File: src/rtl/way_replace_counter_pkg.sv
// Shared LC-3b types for the replacement-counter slice: the datapath word and
// the counter end-of-range policy.
package lc3b_types;

  typedef logic [15:0] lc3b_word;

  typedef enum logic {
    REPL_WRAP = 1'b0,
    REPL_SAT  = 1'b1
  } lc3b_replace_mode_t;

endpackage

File: src/rtl/way_replace_counter_capture_mux.sv
// Combinational one-hot source select: AND-OR mux plus one-hot / multi-hot flags.
// Unselected sources are masked by AND, so an X on them cannot reach the output.
module onehot_capture_mux
  import lc3b_types::*;
#(
  parameter int NUM_SRC = 4
) (
  input  lc3b_word           i_datain [NUM_SRC],
  input  logic [NUM_SRC-1:0] i_sel,
  output lc3b_word           o_word,
  output logic               o_valid,
  output logic               o_multi
);

  logic w_any;

  // NOTE: combinational blocks use blocking '=' and assign every output a
  // default first; a path that leaves a variable unassigned infers a latch.
  always_comb begin
    o_word = '0;
    for (int i = 0; i < NUM_SRC; i++) begin
      o_word = o_word | (i_datain[i] & {16{i_sel[i]}});
    end
  end

  // Clearing the lowest set bit leaves something only if two or more were set.
  assign w_any   = |i_sel;
  assign o_multi = |(i_sel & (i_sel - 1'b1));
  assign o_valid = w_any & ~o_multi;

endmodule

File: src/rtl/way_replace_counter.sv
// Per-set round-robin victim-way counters (wrap or saturate) with load/clamp,
// plus a registered one-hot data capture with multi-select error pulse.
module way_replace_counter
  import lc3b_types::*;
#(
  parameter  int NUM_WAYS = 4,
  parameter  int NUM_SETS = 8,
  parameter  int NUM_SRC  = 4,
  parameter  int SATURATE = 0,
  localparam int CTR_W    = $clog2(NUM_WAYS),
  localparam int SET_W    = (NUM_SETS > 1) ? $clog2(NUM_SETS) : 1
) (
  input  logic               clk,
  input  logic               reset,
  input  logic [SET_W-1:0]   set_idx,
  input  logic               inc,
  input  logic               load,
  input  logic [CTR_W-1:0]   load_value,
  output logic [CTR_W-1:0]   ctr_value,
  output logic               at_max,
  input  lc3b_word           datain [NUM_SRC],
  input  logic [NUM_SRC-1:0] sel,
  output lc3b_word           data_out,
  output logic               sel_err
);

  localparam logic [CTR_W-1:0] CTR_MAX = CTR_W'(NUM_WAYS - 1);
  localparam lc3b_replace_mode_t MODE = (SATURATE != 0) ? REPL_SAT : REPL_WRAP;

  logic [CTR_W-1:0] r_ctr [NUM_SETS];
  lc3b_word         r_data_out;
  logic             r_sel_err;

  logic             w_set_ok;
  logic [CTR_W-1:0] w_cur;
  logic [CTR_W-1:0] w_load_clamped;
  logic [CTR_W-1:0] w_next;
  logic             w_wr_en;
  lc3b_word         w_mux_word;
  logic             w_mux_valid;
  logic             w_mux_multi;

  // Range checks only exist when the index/value width can exceed the legal range.
  if (NUM_SETS == (1 << SET_W)) begin : g_set_full
    assign w_set_ok = 1'b1;
  end else begin : g_set_part
    assign w_set_ok = (32'(set_idx) < NUM_SETS);
  end

  if (NUM_WAYS == (1 << CTR_W)) begin : g_ld_full
    assign w_load_clamped = load_value;
  end else begin : g_ld_part
    assign w_load_clamped = (load_value > CTR_MAX) ? CTR_MAX : load_value;
  end

  assign w_cur     = w_set_ok ? r_ctr[set_idx] : '0;
  assign ctr_value = w_cur;
  assign at_max    = (w_cur == CTR_MAX);

  always_comb begin
    w_next  = w_cur;
    w_wr_en = 1'b0;
    if (w_set_ok) begin
      if (load) begin
        w_next  = w_load_clamped;
        w_wr_en = 1'b1;
      end else if (inc) begin
        w_wr_en = 1'b1;
        if (w_cur != CTR_MAX) begin
          w_next = w_cur + 1'b1;
        end else if (MODE == REPL_WRAP) begin
          w_next = '0;
        end
      end
    end
  end

  // NOTE: the counter array is a small register file that must power up at way 0,
  // so every entry is reset here rather than left as an unreset memory.
  always_ff @(posedge clk or posedge reset) begin
    if (reset) begin
      for (int i = 0; i < NUM_SETS; i++) begin
        r_ctr[i] <= '0;
      end
    end else if (w_wr_en) begin
      r_ctr[set_idx] <= w_next;
    end
  end

  onehot_capture_mux #(
    .NUM_SRC (NUM_SRC)
  ) u_capture_mux (
    .i_datain (datain),
    .i_sel    (sel),
    .o_word   (w_mux_word),
    .o_valid  (w_mux_valid),
    .o_multi  (w_mux_multi)
  );

  always_ff @(posedge clk or posedge reset) begin
    if (reset) begin
      r_data_out <= '0;
      r_sel_err  <= 1'b0;
    end else begin
      if (w_mux_valid) begin
        r_data_out <= w_mux_word;
      end
      r_sel_err <= w_mux_multi;
    end
  end

  assign data_out = r_data_out;
  assign sel_err  = r_sel_err;

endmodule

File: config.mk
export PLATFORM = sky130hd
export DESIGN_NAME = way_replace_counter
export DESIGN_NICKNAME = d
export VERILOG_FILES = /design/src/rtl/way_replace_counter_pkg.sv /design/src/rtl/way_replace_counter_capture_mux.sv /design/src/rtl/way_replace_counter.sv
export SDC_FILE = /design/constraint.sdc
export NUM_CORES = 1
export LEC_CHECK = 0
export ABC_CLOCK_PERIOD_IN_PS = 3150
export CAP_MARGIN = 20
export CELL_PAD_IN_SITES_DETAIL_PLACEMENT = 1
export CELL_PAD_IN_SITES_GLOBAL_PLACEMENT = 2
export CORE_ASPECT_RATIO = 1.2
export CORE_MARGIN = 5
export CORE_UTILIZATION = 23
export DETAILED_ROUTE_END_ITERATION = 6
export PLACE_DENSITY = 0.88
export RECOVER_POWER = 25
export SLEW_MARGIN = 20
export SYNTH_ARGS = -nofsm -noshare
export SYNTH_HDL_FRONTEND = slang
export SYNTH_SLANG_ARGS = --single-unit
File: constraint.sdc
create_clock -name clk -period 3.15 [get_ports clk]
set_clock_uncertainty 0.05 [all_clocks]
set_input_delay 0.945 -clock clk [delete_from_list [all_inputs] [get_ports clk]]
set_output_delay 0.945 -clock clk [all_outputs]
set_load 0.1 [all_outputs]
## Yosys cells after proc, flatten, opt, wreduce, memory -nomap -nowiden

Index checks and enable logic that the tools add are counted.

- Reductions and logical operators: 3
- $add $sub $neg: 2
- Bitwise gates (word level): 11
- Equal/unequal tests: 2
- Multiplexer cells: 11
- Magnitude comparators: 2

Operator list:

| cell | count |
|---|---|
| bitwise AND 16 bit | 4 |
| bitwise OR 16 bit | 3 |
| bitwise mux 16 bit | 1 |
| 2-to-1 mux 2 bit | 6 |
| OR reduction 4 bit | 2 |
| binary-select mux 2 bit (select 3 bit) | 1 |
| demux 2 bit (select 3 bit) | 1 |
| bitwise AND 4 bit | 1 |
| >= comparator 4 bit, second input constant | 1 |
| < comparator 4 x 1 -> 1 bit, second input constant | 1 |
| NOT 3 -> 4 bit | 1 |
| subtractor 4 x 1 -> 4 bit, second input constant | 1 |
| adder 2 x 1 -> 2 bit, second input constant | 1 |
| equality test 2 bit, second input constant | 1 |
| 2-to-1 mux 1 bit | 2 |
| != test 2 bit, second input constant | 1 |
| bitwise AND 1 bit | 1 |
| logical AND 1 bit | 1 |
| NOT 1 bit | 1 |

- Logic and storage cells: 41
- Bits of input ports: 77
- Output and inout bits: 20
- Register bits after elaboration: 33

## Depth between registers and ports, before layout

- Depth after elaboration: 9
- Depth in mapped cells: 8
- Depth with buffers taken out: 7

## By module

Synthesis repeated with hierarchy kept, for this count alone.

- Cell total of the unflattened synthesis: 195
- Area total of the unflattened synthesis: 2100.8 um^2

By module, submodules not included:

| module | seq. area each (um^2) | area each (um^2) | cells an instance | times used |
|---|---|---|---|---|
| way_replace_counter | 825.8 | 1545.2 | 131 | 1 |
| onehot_capture_mux | 0.0 | 555.5 | 64 | 1 |

## Least setup slack after synthesis

Ideal clock, no wire load.

- Kind: input-to-output
- Start: input port set_idx[0]
- End: output port at_max
- Required time: 2.155 ns
- Arrival: 3.235 ns
- Cell stages on the path: 5
- Path slack: -1.080 ns
- Cell sequence: buf_6 > mux2i_1 > mux4_2 > inv_1 > ha_1

- Word-level cells in the longest chain between the ends: 5

RTL lines:

| what | line | RTL |
|---|---|---|
| start, declared | way_replace_counter.sv:15 | `input logic [SET_W-1:0] set_idx,` |
| NOT 3 -> 4 bit (implied by the code) | way_replace_counter.sv:56 | `assign w_cur = w_set_ok ? r_ctr[set_idx] : '0;` |
| binary-select mux 2 bit (select 3 bit) | way_replace_counter.sv:56 |  |
| 2-to-1 mux 2 bit (implied by the code) (2 in series) | way_replace_counter.sv:56 |  |
| named net ctr_value[0] | way_replace_counter.sv:19 | `output logic [CTR_W-1:0] ctr_value,` |
| equality test 2 bit | way_replace_counter.sv:58 | `assign at_max = (w_cur == CTR_MAX);` |
| end, declared | way_replace_counter.sv:20 | `output logic at_max,` |

The timed path passes the listed nets, and every way through them passes these cells. The select of a mux whose other input is x is not followed.

## Worst setup path after layout

- Start: input port set_idx[0]
- End: output port at_max

- Word-level cells in the longest chain between the ends: 5

RTL lines:

| what | line |
|---|---|
| NOT 3 -> 4 bit (implied by the code) | way_replace_counter.sv:56 |
| binary-select mux 2 bit (select 3 bit) | way_replace_counter.sv:56 |
| 2-to-1 mux 2 bit (implied by the code) (2 in series) | way_replace_counter.sv:56 |
| equality test 2 bit | way_replace_counter.sv:58 |

Every way passes these cells. The select of a mux whose other input is x is not followed.

==> metrics <==
relative slew slack 0.423; endpoints failing setup 3; number of synthesized flops with an enable pin 0; Top FF cell, synth dfrtp_1; Hold Crit Class flop to flop; Ys Warns 0; Max Transition Viols Final 0; placed instance count roughly 370; Worst Reg-to-Reg Cells 6; Sequential Power Share 0.302; worst vdd ir 0.200 mV; htree depth 2; most instantiated cells after synthesis 33 x dfrtp_1, 32 x a22oi_1, 25 x mux2_2, 19 x nand2_1, 19 x nor2_1; crit path launch set_idx[0]; area of the multi-input gates ~990 um^2; post-route clock period utilization 1.02; die height 109 um; Hold Vio Cnt, Final 0; syn_area_per_cell between 10 and 15 um^2; total number of vias 1806; remaining antenna violation count 0; CTS Buffer Depth 2; chip width 92.4 um; hold_buf cts 0; nature of the critical path startpoint input pin; multiplexer share of the synthesized area 0.217; total track usage 0.135; Syn Inst Count 179; Post-Synth Adder-Cell Area 0.00668; GPL Wtd Cong about 0.86; post-DP HPWL about 5.3 mm; clock power share 0.154; synthesis-to-layout area growth 65.4%; Pint about 1100 uW; # Post-CTS Setup Buffers 0; switching share of total power 0.464; fin crit period 3.21 ns; antenna fix cells 0; Reg area 826 um^2; worst stage delay on the critical path 0.51 ns; Critical Path AT 2.22 ns; fill count just over 900; Hold Path Stages 1; Pwr Density 644 nW/um^2; max cap viols 0; Worst Tran Pin Value approximately 0.87 ns; flop-to-flop setup slack 0.77 ns; fmax 311 MHz; area leader, netlist dfrtp_1; layout cells sized above 1 0.266; post-synth net total 257; drt pass-1 iters 4; CP Capture Type output port; Top delay family on crit path multiplexers; combinational power share 0.543; GRT overflow 0; vias in the first global route between 2000 and 2500; crit path kind input pin to output port; TritonCTS clock tree yes; first-pass GRT wire length between 10 and 15 mm; CP max-delay cell mux4_2; RR Startpoint r_ctr[5]; Ports a little under 100; register area share after synthesis 0.441; initial antenna violation count 0; Final WS setup -0.0611 ns; violation count after the first detailed-routing iteration 37; largest cells by area after synthesis dfrtp_1 44%, mux2_2 15%, a22oi_1 13%; failing checks setup timing; RSZ-0062 raised after global routing true; CTS clk-pin slew, worst paths 0.07 ns; Initial Util 0.232; Async SR Flop Fraction 1.00; core area roughly 8100 um^2; Cell Rows 36; synth unique cells 27; Pleak between 0.001 and 0.0015 uW; cell with the most instances after synthesis dfrtp_1; Mapped Area between 1500 and 2000 um^2; Num CTS Buffers 5; Non-Filler Instances roughly 380; WL final between 6 and 7 mm; synthesized flop and latch total 33; post-synth top area share 0.441; worst slack at placement -0.542 ns; Net Switching approximately 930 uW; number of I/O port buffers 96; DRC 0; Avg WL per Cell between 15 and 20 um; Synth Area in XOR/XNOR 0.00467; worst-path cell chain buf_8 > buf_6 > mux2i_1 > mux4_2 > clkinvlp_4 > ha_4 > buf_12; clk sinks 33; Buf/Inv on CP 4; HP Start data_out[7]; Endpoint, Worst Hold data_out[7]; Clk Latency, worst-skew pair 0.28 ns; Final nets ~360; WP data required approximately 2.2 ns; routed vias/inst 4.74; largest family of logic cells by synthesized area multiplexers; clock root cell clkbuf_8; simple-gate share of the synthesized area 0.108; Die ar. a little over 10000 um^2; largest net degree at the start of global routing 34; crit path max fanout 5; run status complete, but fails checks; Compound-Gate Fraction of Synth Area 0.183; FF-to-FF End r_ctr[1]
-- flip-flops by register name, indices dropped and copies added, names as in the netlist --
signal	cells
r_ctr	16
sel_err	1
data_out	16
-- worst max path at each step --
stage | to | slack, ns | depth (start not counted)
6_report | at_max | -0.06 | 7
5_1_grt | at_max | -0.1 | 7
4_1_cts | at_max | -0.08 | 7
3_5_place_dp | at_max | -0.54 | 5
3_3_place_gp | at_max | -0.51 | 5
2_1_floorplan | at_max | -0.32 | 5
-- metal layers --
layer  vias up  track usage  routed length, um
met1       858        0.142               2490
li1        867            -                  -
met2        71        0.254               3480
met5         -            0                  0
met3        10       0.0462                489
met4         0       0.0361                 85
-- logic make-up after synthesis --
group | count (synthesis)
simple gates | 48
compound gates | 47
mux | 33
flops | 33
buf+inv | 16
xor+xnor | 1
fa+ha+maj | 1
-- metrics by stage --
step	util	hold WS (ns)	power [uW]	cell area (um^2)	TNS [ns]
floorplan	-	0.422	1330	1900	-0.321
global placement	0.373	0.442	1670	3010	-3.58
detailed placement	0.373	0.451	1710	3010	-4.88
CTS	0.385	0.467	2030	3100	-0.132
global route	0.384	0.486	2090	3100	-0.203
finish	0.384	0.461	2000	3100	-0.113
-- timing repair --
action                                  in CTS  in global routing
pin swaps                                    1                  1
endpoints found under the setup margin      11                  3
resized for setup                           14                  0
-- cells in the final DEF (no fill, tap or decap), types with 5 or more instances in the layout --
cell type        netlist  routed
a21oi_1                7       7
a22oi_1               32      32
buf_4                  1      30
clkbuf_8               0       5
clkdlybuf4s50_1        0      72
dfrtp_1               33      33
mux2_2                25      24
mux2i_1                5       5
nand2_1               19      19
nor2_1                19      19
-- power by group through the flow --
stage / sequential, uW / combinational, uW / clock, uW
after global routing: 618 / 1140 / 339
final: 604 / 1080 / 308
after global placement: 604 / 1070 / 0
after detailed placement: 614 / 1090 / 0
after CTS: 608 / 1100 / 322
after floorplan: 966 / 367 / 0
-- layout make-up --
type / count / area share
Tap cell: 95 / 0.0384
Timing Repair Buffer: 111 / 0.344
Clock buffer: 6 / 0.0234
Inverter: 4 / 0.00606
Sequential cell: 33 / 0.266
Multi-Input combinational cell: 130 / 0.318
Clock inverter: 2 / 0.00323
(Power assumes the default switching activity.)
